[config.mk]
export PLATFORM = sky130hd
export DESIGN_NAME = dvp_frame_gen_flat
export DESIGN_NICKNAME = d
export VERILOG_FILES = /design/src/rtl/dvp_frame_gen_if.sv /design/src/rtl/dvp_frame_gen.sv /design/src/flat_wrapper.sv
export SDC_FILE = /design/constraint.sdc
export NUM_CORES = 1
export LEC_CHECK = 0
export ABC_CLOCK_PERIOD_IN_PS = 3050
export CORE_ASPECT_RATIO = 0.6
export CORE_UTILIZATION = 40
export CTS_CLUSTER_SIZE = 25
export DETAILED_ROUTE_END_ITERATION = 16
export GPL_TIMING_DRIVEN = 1
export HOLD_SLACK_MARGIN = 0.15
export PLACE_DENSITY = 0.63
export REMOVE_ABC_BUFFERS = 1
export SLEW_MARGIN = 40
export SYNTH_ARGS = -nofsm -noshare
export SYNTH_HDL_FRONTEND = slang
export SYNTH_SLANG_ARGS = --single-unit
[constraint.sdc]
create_clock -name pclk -period 3.05 [get_ports pclk]
set_input_delay 0.61 -clock pclk [delete_from_list [all_inputs] [get_ports pclk]]
set_output_delay 0.61 -clock pclk [all_outputs]
set_load 0.01 [all_outputs]
[src/rtl/dvp_frame_gen_if.sv]
// DVP byte-stream bundle: vsync/href/data as driven by a sensor (or its emulator).
interface dvp_frame_gen_if;
  logic       vsync;
  logic       href;
  logic [7:0] data;

  modport master (output vsync, output href, output data);
  modport slave  (input  vsync, input  href, input  data);
endinterface

[src/rtl/dvp_frame_gen.sv]
// DVP transmit-side frame generator (camera emulator) with a (line+byte) test pattern.
// Define DVP_EXT_PIXEL_EN to source pixel bytes from the pix_data/pix_valid/pix_ready stream instead.
//
// state  | meaning
// IDLE   | waiting for start
// VSYNC  | vsync high, VSYNC_CLKS cycles
// VBP    | vertical back porch, VBP_CLKS cycles
// ACTIVE | href high, one byte per clock, LINE_BYTES cycles
// HBLANK | href low between lines, HBLANK_CLKS cycles
// VFP    | vertical front porch, VFP_CLKS cycles
module dvp_frame_gen #(
  parameter int LINE_BYTES  = 1280,
  parameter int LINES       = 480,
  parameter int VSYNC_CLKS  = 4704,
  parameter int VBP_CLKS    = 26656,
  parameter int HBLANK_CLKS = 288,
  parameter int VFP_CLKS    = 15680
) (
  input  logic                   pclk,
  input  logic                   reset,
  input  logic                   start,
  input  logic                   continuous,
  dvp_frame_gen_if.master        dvp,
  output logic                   busy,
  output logic                   frame_done,
  output logic [15:0]            frame_count
`ifdef DVP_EXT_PIXEL_EN
  ,
  input  logic [7:0]             pix_data,
  input  logic                   pix_valid,
  output logic                   pix_ready,
  output logic                   underflow
`endif
);

  typedef enum logic [2:0] {IDLE, VSYNC, VBP, ACTIVE, HBLANK, VFP} state_t;

  localparam logic [15:0] VSYNC_LD  = 16'(VSYNC_CLKS - 1);
  localparam logic [15:0] VBP_LD    = 16'(VBP_CLKS - 1);
  localparam logic [15:0] HBLANK_LD = 16'(HBLANK_CLKS - 1);
  localparam logic [15:0] VFP_LD    = 16'(VFP_CLKS - 1);
  localparam logic [10:0] LAST_BYTE = 11'(LINE_BYTES - 1);
  localparam logic [9:0]  LAST_LINE = 10'(LINES - 1);

  state_t      state, state_nxt;
  logic [15:0] timer, timer_nxt;
  logic [10:0] byte_cnt, byte_nxt;
  logic [9:0]  line_cnt, line_nxt;
  logic        frame_start, frame_end;

  logic        vsync_q, href_q, busy_q, done_q;
  logic [7:0]  data_q;
  logic [15:0] frame_count_q;

  logic        vsync_nxt, href_nxt, busy_nxt;
  logic [7:0]  data_nxt;
  logic [15:0] count_nxt;

`ifdef DVP_EXT_PIXEL_EN
  logic underflow_q, underflow_nxt;
`endif

  always_ff @(posedge pclk) begin
    if (!reset) begin
      state         <= IDLE;
      timer         <= '0;
      byte_cnt      <= '0;
      line_cnt      <= '0;
      vsync_q       <= 1'b0;
      href_q        <= 1'b0;
      data_q        <= 8'h00;
      busy_q        <= 1'b0;
      done_q        <= 1'b0;
      frame_count_q <= '0;
`ifdef DVP_EXT_PIXEL_EN
      underflow_q   <= 1'b0;
`endif
    end else begin
      state         <= state_nxt;
      timer         <= timer_nxt;
      byte_cnt      <= byte_nxt;
      line_cnt      <= line_nxt;
      vsync_q       <= vsync_nxt;
      href_q        <= href_nxt;
      data_q        <= data_nxt;
      busy_q        <= busy_nxt;
      done_q        <= frame_end;
      frame_count_q <= count_nxt;
`ifdef DVP_EXT_PIXEL_EN
      underflow_q   <= underflow_nxt;
`endif
    end
  end

  // Timers are loaded with CLKS-1 on entry and the state advances when they reach zero.
  always_comb begin
    state_nxt   = state;
    timer_nxt   = timer;
    byte_nxt    = byte_cnt;
    line_nxt    = line_cnt;
    frame_start = 1'b0;
    frame_end   = 1'b0;
    case (state)
      IDLE: begin
        if (start) begin
          state_nxt   = VSYNC;
          timer_nxt   = VSYNC_LD;
          frame_start = 1'b1;
        end
      end
      VSYNC: begin
        if (timer == 16'd0) begin
          state_nxt = VBP;
          timer_nxt = VBP_LD;
        end else begin
          timer_nxt = timer - 16'd1;
        end
      end
      VBP: begin
        if (timer == 16'd0) begin
          state_nxt = ACTIVE;
          byte_nxt  = '0;
          line_nxt  = '0;
        end else begin
          timer_nxt = timer - 16'd1;
        end
      end
      ACTIVE: begin
        if (byte_cnt == LAST_BYTE) begin
          if (line_cnt == LAST_LINE) begin
            state_nxt = VFP;
            timer_nxt = VFP_LD;
          end else begin
            state_nxt = HBLANK;
            timer_nxt = HBLANK_LD;
          end
        end else begin
          byte_nxt = byte_cnt + 11'd1;
        end
      end
      HBLANK: begin
        if (timer == 16'd0) begin
          state_nxt = ACTIVE;
          byte_nxt  = '0;
          line_nxt  = line_cnt + 10'd1;
        end else begin
          timer_nxt = timer - 16'd1;
        end
      end
      VFP: begin
        if (timer == 16'd0) begin
          frame_end = 1'b1;
          if (continuous) begin
            state_nxt   = VSYNC;
            timer_nxt   = VSYNC_LD;
            frame_start = 1'b1;
          end else begin
            state_nxt = IDLE;
          end
        end else begin
          timer_nxt = timer - 16'd1;
        end
      end
      default: state_nxt = IDLE;
    endcase
  end

  // Outputs are decoded from the next state so they land in a register.
  always_comb begin
    vsync_nxt = (state_nxt == VSYNC);
    href_nxt  = (state_nxt == ACTIVE);
    busy_nxt  = (state_nxt != IDLE);
    count_nxt = frame_end ? frame_count_q + 16'd1 : frame_count_q;
`ifdef DVP_EXT_PIXEL_EN
    pix_ready     = href_nxt;
    data_nxt      = (pix_ready && pix_valid) ? pix_data : 8'h00;
    underflow_nxt = frame_start ? 1'b0 : (underflow_q | (pix_ready & ~pix_valid));
`else
    data_nxt  = href_nxt ? (8'(line_nxt) + 8'(byte_nxt)) : 8'h00;
`endif
  end

  assign dvp.vsync   = vsync_q;
  assign dvp.href    = href_q;
  assign dvp.data    = data_q;
  assign busy        = busy_q;
  assign frame_done  = done_q;
  assign frame_count = frame_count_q;
`ifdef DVP_EXT_PIXEL_EN
  assign underflow   = underflow_q;
`endif

endmodule
[src/flat_wrapper.sv]
// flat-port wrapper written by rule: the top's interface ports become plain ports
module dvp_frame_gen_flat 
#(
  parameter int LINE_BYTES  = 1280,
  parameter int LINES       = 480,
  parameter int VSYNC_CLKS  = 4704,
  parameter int VBP_CLKS    = 26656,
  parameter int HBLANK_CLKS = 288,
  parameter int VFP_CLKS    = 15680
)
  (pclk, reset, start, continuous, busy, frame_done, frame_count, dvp_vsync, dvp_href, dvp_data);
  dvp_frame_gen_if dvp_i ();
  input  logic pclk;
  input  logic reset;
  input  logic start;
  input  logic continuous;
  output logic busy;
  output logic frame_done;
  output logic [15:0] frame_count;
  output wire logic [$bits(dvp_i.vsync)-1:0] dvp_vsync;
  output wire logic [$bits(dvp_i.href)-1:0] dvp_href;
  output wire logic [$bits(dvp_i.data)-1:0] dvp_data;
  assign dvp_vsync = dvp_i.vsync;
  assign dvp_href = dvp_i.href;
  assign dvp_data = dvp_i.data;
  dvp_frame_gen #(.LINE_BYTES(LINE_BYTES), .LINES(LINES), .VSYNC_CLKS(VSYNC_CLKS), .VBP_CLKS(VBP_CLKS), .HBLANK_CLKS(HBLANK_CLKS), .VFP_CLKS(VFP_CLKS)) u_core (.pclk(pclk), .reset(reset), .start(start), .continuous(continuous), .dvp(dvp_i), .busy(busy), .frame_done(frame_done), .frame_count(frame_count));
endmodule
# After elaboration in Yosys (flattened, before gate mapping)

Index checks and enable logic that the tools add are counted.

Register bits after elaboration: 68
Output and inout bits: 28
Logic and storage cells: 69

Add/subtract/negate cells: 5
Equality and inequality tests: 17
Muxes and demuxes: 24
Reduce and logical (&&, ||, !) cells: 11

Operator list:

| cell                                                  | count |
|---|---|
| 2-to-1 mux 16 bit                                     | 6 |
| one-hot mux 16 bit (5 select lines)                   | 1 |
| 2-to-1 mux 11 bit                                     | 2 |
| one-hot mux 11 bit (2 select lines)                   | 1 |
| 2-to-1 mux 10 bit                                     | 2 |
| one-hot mux 10 bit (2 select lines)                   | 1 |
| adder 16 x 1 -> 16 bit, second input constant         | 1 |
| logical NOT 16 bit                                    | 1 |
| subtractor 16 x 1 -> 16 bit, second input constant    | 1 |
| 2-to-1 mux 3 bit                                      | 5 |
| one-hot mux 3 bit (5 select lines)                    | 1 |
| 2-to-1 mux 14 bit                                     | 1 |
| adder 11 x 1 -> 11 bit, second input constant         | 1 |
| equality test 11 bit, second input constant           | 1 |
| adder 10 x 1 -> 10 bit, second input constant         | 1 |
| equality test 10 x 9 -> 1 bit, second input constant  | 1 |
| equality test 3 x 2 -> 1 bit, second input constant   | 3 |
| adder 8 bit                                           | 1 |
| inequality test 2 x 1 -> 1 bit, second input constant | 4 |
| equality test 3 x 1 -> 1 bit, second input constant   | 2 |
| equality test 3 bit, second input constant            | 2 |
| inequality test 2 bit, second input constant          | 3 |
| AND reduction 3 bit                                   | 2 |
| AND reduction 5 bit                                   | 1 |
| 8 further kinds                                       | 12 |

# Logic depth before layout (Yosys ltp)

Gate-level depths: netlist (run 1).

Word-level depth: 6
Depth in mapped cells: 18

# Worst setup path before layout (run 1)

Ideal clock, no wire load.

Path type: reg2reg
Start: reg u_core.timer[0]
End: reg u_core.data_q[6], in the netlist u_core.dvp.data[6]
Library setup time: 0.122 ns
Arrival: 3.048 ns
Data required time: 2.928 ns
Path slack: -0.120 ns
Stages on the path, launching flop included: 18
Buffers on the path: 1
Path through: dfxtp_1 inv_1 ha_1 nor3b_2 and4_1 buf_2 inv_2 ha_1 a21oi_1 o22a_1 ha_1 fa_1 a21oi_1 o21bai_1 a21o_1 a21oi_1 xor2_1 nor2_1

RTL lines:

| item                                        | line                                       | text |
|---|---|---|
| start, declared                             | dvp_frame_gen.sv:46                        | `logic [15:0] timer, timer_nxt;` |
| start signal, assigned                      | dvp_frame_gen.sv:80                        | `timer <= timer_nxt;` |
| logical NOT 16 bit *                        | dvp_frame_gen.sv:120, dvp_frame_gen.sv:142 |  |
| 2-to-1 mux 10 bit, on equally long branches | dvp_frame_gen.sv:142, dvp_frame_gen.sv:120 |  |
| one-hot mux 10 bit (2 select lines) *       | dvp_frame_gen.sv:103                       | `case (state)` |
| net u_core.line_nxt[0]                      | dvp_frame_gen.sv:48                        | `logic [9:0] line_cnt, line_nxt;` |
| adder 8 bit *                               | dvp_frame_gen.sv:179                       | `data_nxt = href_nxt ? (8'(line_nxt) + 8'(byte_nxt)) : 8'h00;` |
| end signal, assigned                        | dvp_frame_gen.sv:85                        | `data_q <= data_nxt;` |
| end, declared                               | dvp_frame_gen.sv:52                        | `logic [7:0] data_q;` |

The timed path passes the listed nets; every way through them passes the cells marked *. The select of a mux whose other input is x is not followed.
A chain may end at the register's enable or synchronous reset.

# Final worst setup path (run 1)

Start: reg u_core.timer[6]
End: reg u_core.data_q[6], in the netlist u_core.dvp.data[6]

The elaborated chain is that of the path after synthesis.

==> results of run 1 <==
worst paths after layout:
path	start	end	slack (ns)	cells after the start
setup / recovery	u_core.timer[6]	u_core.dvp.data[6]	0.04	14
hold / removal	u_core.frame_count[15]	u_core.frame_count[15]	0.48	2
setup reg to reg	u_core.timer[6]	u_core.dvp.data[6]	0.04	14
hold reg to reg	u_core.frame_count[15]	u_core.frame_count[15]	0.48	2
metal layers:
metal	track usage [%]	vias up	wire length [µm]
li1	-	1833	-
met1	35.64	1766	5691
met2	27.35	143	3759
met3	5.722	9	802
met4	7.024	0	117
met5	0	-	0
power by group through the flow:
stage,Clock [W],Sequential [W],Combinational (W)
after global placement,0,0.000954,0.000277
final,0.000928,0.000941,0.000306
after floorplan,0,0.000963,0.000149
after global routing,0.000995,0.000944,0.000334
after CTS,0.000952,0.000936,0.000287
after detailed placement,0,0.000955,0.000280
logic make-up (layout without fill, tap and decap cells):
kind of cell,after synthesis,in the layout,share of synthesized area (%)
xor gates and xnor gates,24,24,5.630
buffers and inverters,37,120,4.322
AOI/OAI and AO/OA,119,119,19.40
DFF,68,68,36.46
muxes,2,2,0.5362
adders and majority gates,13,13,4.558
and+or+nand+nor,204,204,29.09
registers in the layout, summed over array words and instances (netlist names):
name	count
u_core.frame_count	16
u_core.timer	16
u_core.byte_cnt	11
u_core.line_cnt	10
u_core.dvp.data	8
u_core.state	3
u_core.busy	1
u_core.dvp.href	1
u_core.dvp.vsync	1
u_core.frame_done	1
worst max-delay path, stage by stage (launching register included):
cell and delay [ns]:
dfxtp_2 0.33, nor4_4 0.35, and4_1 0.28, inv_2 0.07
ha_4 0.26, a21oi_2 0.04, o22a_1 0.18, ha_2 0.21
fa_2 0.40, a21oi_2 0.15, o21bai_1 0.10, a21o_1 0.17
a21oi_2 0.13, xor2_1 0.14, nor2_1 0.05
placed cells by master, fill, tap and decap left out, types with 16 or more instances in the layout:
| master | count |
|---|---|
| nand3_1 | 23 |
| a21oi_1 | 33 |
| o21ai_0 | 33 |
| nand2_1 | 37 |
| dfxtp_1 | 65 |
| buf_4 | 58 |
| and2_1 | 16 |
| nor2_1 | 61 |
| clkdlybuf4s50_1 | 31 |
repair_timing:
action	4_1_cts	5_1_grt
pin swaps	2	16
endpoints found under the hold margin	0	0
setup endpoints to repair	3	3
resized for setup	4	21
setup buffers	1	0
cell type report:
cell class                      instances  area, µm²  area share (%)
Sequential cell                        68       1365           28.06
Inverter                               16      60.06           1.235
Clock inverter                          5      30.03          0.6173
Timing Repair Buffer                   89      745.7           15.33
Clock buffer                           10      229.0           4.707
Multi-Input combinational cell        362       2295           47.17
Tap cell                              112      140.1           2.881
stage by stage:
stage	cells	TNS, ns	cell area (µm²)	hold slack, ns
5_1_grt	662	-0.1527	4865	0.5456
3_5_place_dp	646	-0.1480	4511	0.4824
3_3_place_gp	646	-0.02555	4511	0.4680
4_1_cts	662	0	4793	0.4900
6_report	662	0	4865	0.4812
2_1_floorplan	446	-0.1081	3632	0.4526
==> results.sh, run 1 <==
export IMPL_dpl_hpwl_mm=7.582
export IMPL_die_height_um=76.84
export IMPL_synth_top_area_cell="dfxtp_1"
export IMPL_ys_async_sr_fraction_pct=0
export IMPL_hold_path_class="reg -> reg"
export IMPL_p_int_w=0.001592
export IMPL_overflow=0
export IMPL_dp_slack_ns=-0.1005
export IMPL_drt_iter0_markers=319
export IMPL_synth_area_top_cells="dfxtp_1 36%, nor2_1 6.2%, a21oi_1 5.0%"
export IMPL_fmax_mhz=331.8
export IMPL_avgSynthCellArea_um2=7.995
export IMPL_finalWorstSetupSlack_ns=0.03644
export IMPL_core_um2=8783
export IMPL_grt_start_max_net_pins=31
export IMPL_power_density_nw_per_um2=447.1
export IMPL_cts_tree="built"
export IMPL_cts_root_buf="clkbuf_16"
export IMPL_pin_count=32
export IMPL_die_area_um2=9737
export IMPL_path_max_fanout=2
export IMPL_period_share_pct=98.81
export IMPL_fin_util_pct=55.38
export IMPL_drtAntennaViolNets=0
export IMPL_slew_headroom_pct=63.16
export IMPL_drv_cap=0
export IMPL_critPathKind="reg -> reg"
export IMPL_synth_most_common_cell="dfxtp_1"
export IMPL_fin_skew_ns=0.005567
export IMPL_start_kind="flop"
export IMPL_endpoint_kind="flop"
export IMPL_seq_power_share_pct=43.3
export IMPL_clock_power_share_pct=42.7
export IMPL_synth_cells_most_frequent="68 x dfxtp_1, 62 x nor2_1, 38 x nand2_1"
export IMPL_comb_power_share_pct=14.1
export IMPL_yosys_warnings=0
export IMPL_rsz0062_at_grt="yes"
export IMPL_viasPerCell=5.666
export IMPL_drc=0
export IMPL_peakVddDrop_mv=0.3535
export IMPL_hold_viol_final=0
export IMPL_yosysUniqueCellTypes=68
export IMPL_grt_use_total_pct=22.22
export IMPL_via_count=3751
export IMPL_yosysTopAreaCellShare_pct=36.46
export IMPL_gp_congestion=0.9402
export IMPL_cts_hold_buf=0
export IMPL_clkLatencyLatePin_ns=0.33
export IMPL_portBuffers=31
export IMPL_num_rows=26
export IMPL_grt_pass1_wl_mm=16.76
export IMPL_clockBufferDepth=2
export IMPL_switchingPower_w=0.0005828
export IMPL_p_leak_nw=1.908
export IMPL_cp_arrival_ns=3.21
export IMPL_drtPass1Iterations=5
export IMPL_crit_required_ns=3.25
export IMPL_insertedDiodeCount=0
export IMPL_nets=563
export IMPL_min_period_ns=3.014
export IMPL_drive_gt1_share_pct=19.64
export IMPL_wl_mm=10.37
export IMPL_synth_cells=467
export IMPL_p_total_w=0.002175
export IMPL_yosysSeqAreaShare_pct=36.46
export IMPL_cts_buffers=9
export IMPL_clkTransAtPathRegs_ns=0.05
export IMPL_drv_slew=0
export IMPL_status="completed"
export IMPL_syn_area_um2=3734
export IMPL_synth_main_ff_cell="dfxtp_1"
export IMPL_netSwitchingFraction_pct=26.79
export IMPL_wire_per_inst_um=15.67
export IMPL_cts_sinks=68
export IMPL_area_delta_synth_final_pct=30.30
export IMPL_antenna_found_initial=0
export IMPL_synth_seq_cells=68
export IMPL_fillers=822
export IMPL_start_util_pct=42.51
export IMPL_grt_pass1_vias=3297
export IMPL_cts_htree_levels=3
export IMPL_finalSetupViolCount=0
export IMPL_die_w_um=126.7
export IMPL_synth_edf_count=0
export IMPL_worst_pin_slew_ns=0.5468
No activity file was read; power rests on OpenSTA's default activity.
==> inputs of run 2 (changes only) <==
--- a/config.mk
+++ b/config.mk
@@ -7,6 +7,7 @@
 export LEC_CHECK = 0
 export ABC_CLOCK_PERIOD_IN_PS = 3050
 export CORE_ASPECT_RATIO = 0.6
+export CORE_MARGIN = 5
 export CORE_UTILIZATION = 40
 export CTS_CLUSTER_SIZE = 25
 export DETAILED_ROUTE_END_ITERATION = 16
==> run 2 against run 1 <==
Effect of this change: clock-buffer cell count is 3 higher; sequential share of layout area is 0.83 points lower; critical endpoint unchanged; critical path depth stayed put.
==> results.sh, run 2 (same netlist as run 1, synthesis figures left out) <==
export IMPL_drtAntennaViolNets=0
export IMPL_worst_pin_slew_ns=0.5933
export IMPL_dp_slack_ns=-0.1071
export IMPL_comb_power_share_pct=13.1
export IMPL_fmax_mhz=335.0
export IMPL_drv_cap=0
export IMPL_fin_skew_ns=0.007152
export IMPL_wl_mm=10.70
export IMPL_antenna_found_initial=0
export IMPL_drtPass1Iterations=5
export IMPL_pin_count=32
export IMPL_drive_gt1_share_pct=20.54
export IMPL_path_max_fanout=2
export IMPL_min_from="u_core.frame_count[15]"
export IMPL_cts_root_buf="clkbuf_16"
export IMPL_dpl_hpwl_mm=7.684
export IMPL_overflow=0
export IMPL_cp_arrival_ns=3.20
export IMPL_num_rows=27
export IMPL_finalWorstSetupSlack_ns=0.06481
export IMPL_endpoint_kind="flop"
export IMPL_power_density_nw_per_um2=485.7
export IMPL_seq_power_share_pct=38.8
export IMPL_critPathKind="reg -> reg"
export IMPL_cts_hold_buf=0
export IMPL_clockBufferDepth=2
export IMPL_drt_iter0_markers=375
export IMPL_clkLatencyLatePin_ns=0.34
export IMPL_portBuffers=31
export IMPL_critPathMostFrequentCell="a21oi_2"
export IMPL_cts_tree="built"
export IMPL_worst_path_largest_cell_delay_ns=0.40
export IMPL_cts_htree_levels=3
export IMPL_grt_pass1_wl_mm=17.35
export IMPL_period_share_pct=97.88
export IMPL_p_int_w=0.001845
export IMPL_die_area_um2=11430
export IMPL_clkTransAtPathRegs_ns=0.06
export IMPL_grt_pass1_vias=3366
export IMPL_grt_use_total_pct=19.16
export IMPL_hold_path_class="reg -> reg"
export IMPL_die_w_um=134.7
export IMPL_hold_depth=2
export IMPL_drc=0
export IMPL_core_um2=9155
export IMPL_netSwitchingFraction_pct=24.20
export IMPL_cts_buffers=9
export IMPL_area_delta_synth_final_pct=34.25
export IMPL_slowest_stage="fa_2"
export IMPL_hold_viol_final=0
export IMPL_switchingPower_w=0.0005890
export IMPL_crit_cells=14
export IMPL_p_total_w=0.002434
export IMPL_drv_slew=0
export IMPL_nets=567
export IMPL_start_kind="flop"
export IMPL_wire_per_inst_um=15.62
export IMPL_p_leak_nw=1.973
export IMPL_path_delay_family="adder cells"
export IMPL_path_cells="nor4_4, and4_4, inv_4, ha_4, a21oi_2, o22a_1, ha_2, fa_2, a21oi_2, o21bai_1, a21o_1, a21oi_2, xor2_1, nor2_1"
export IMPL_die_height_um=84.84
export IMPL_slew_headroom_pct=60.03
export IMPL_path_buf_inv=1
export IMPL_critPathLaunch="u_core.timer[6]"
export IMPL_setup_tns_ns=0
export IMPL_viasPerCell=5.492
export IMPL_r2r_start="u_core.timer[6]"
export IMPL_r2r_cells=14
export IMPL_insertedDiodeCount=0
export IMPL_status="completed"
export IMPL_min_period_ns=2.985
export IMPL_gp_congestion=0.8812
export IMPL_finalSetupViolCount=0
export IMPL_crit_required_ns=3.26
export IMPL_grt_start_max_net_pins=30
export IMPL_clock_power_share_pct=48.1
export IMPL_start_util_pct=40.78
export IMPL_rsz0062_at_grt="yes"
export IMPL_peakVddDrop_mv=0.2688
export IMPL_final_cell_mix="65 x dfxtp_1, 61 x nor2_1, 61 x buf_4, 37 x nand2_1, 33 x a21oi_1"
export IMPL_layout_commonest_cell="dfxtp_1"
export IMPL_cts_sinks=68
export IMPL_via_count=3762
run 2: per-stage QoR:
stage	area (µm²)	util (%)	instances	hold WS (ns)
floorplan	3632	-	446	0.4526
global placement	4518	49.35	662	0.4655
detailed placement	4518	49.35	662	0.4799
CTS	4892	53.44	680	0.4897
global route	5012	54.75	685	0.5120
finish	5012	54.75	685	0.4864
run 2: repair_timing:
item / 4_1_cts / 5_1_grt
resized for setup: 6 / 24
pin swaps: 1 / 18
setup endpoints to repair: 2 / 3
buffers inserted: 2 / 5
run 2: power groups by stage:
| stage | clock [W] | combinational [W] | sequential [W] |
|---|---|---|---|
| detailed placement | 0 | 0.000274 | 0.000956 |
| finish | 0.00117 | 0.000320 | 0.000945 |
| global route | 0.00125 | 0.000352 | 0.000947 |
| CTS | 0.00120 | 0.000286 | 0.000938 |
| global placement | 0 | 0.000270 | 0.000955 |
| floorplan | 0 | 0.000149 | 0.000963 |
run 2: metal layers:
| metal | track usage (%) | vias to the layer above | part of all wire, % |
|---|---|---|---|
| li1 | - | 1854 | - |
| met1 | 29.73 | 1769 | 52 |
| met2 | 24.58 | 128 | 39 |
| met3 | 5.569 | 11 | 7.9 |
| met4 | 6.470 | 0 | 1.1 |
| met5 | 0 | - | 0 |
run 2: area by class of cell:
type / count / area [µm²]
Fill cell: 857 / 4143
Inverter: 16 / 62.56
Clock inverter: 3 / 67.56
Timing Repair Buffer: 93 / 779.5
Multi-Input combinational cell: 362 / 2305
Sequential cell: 68 / 1365
Clock buffer: 13 / 270.3
Tap cell: 130 / 162.7
run 2: path summary, 6_finish.rpt:
kind | endpoint | slack [ns]
worst min register to register | u_core.frame_count[15] | 0.49
worst max register to register | u_core.dvp.data[6] | 0.06
worst min-delay path | u_core.frame_count[15] | 0.49
worst max-delay path | u_core.dvp.data[6] | 0.06
run 2: worst register-to-register path, delay by kind of cell (launching register included):
family / cells / cell delay, ns
XOR/XNOR: 1 / 0.14
adder cells (fa/ha/maj): 3 / 0.85
buffers and inverters: 1 / 0.05
AND/OR/NAND/NOR: 3 / 0.71
AO/OA/AOI/OAI: 6 / 0.77
flip-flops: 1 / 0.33
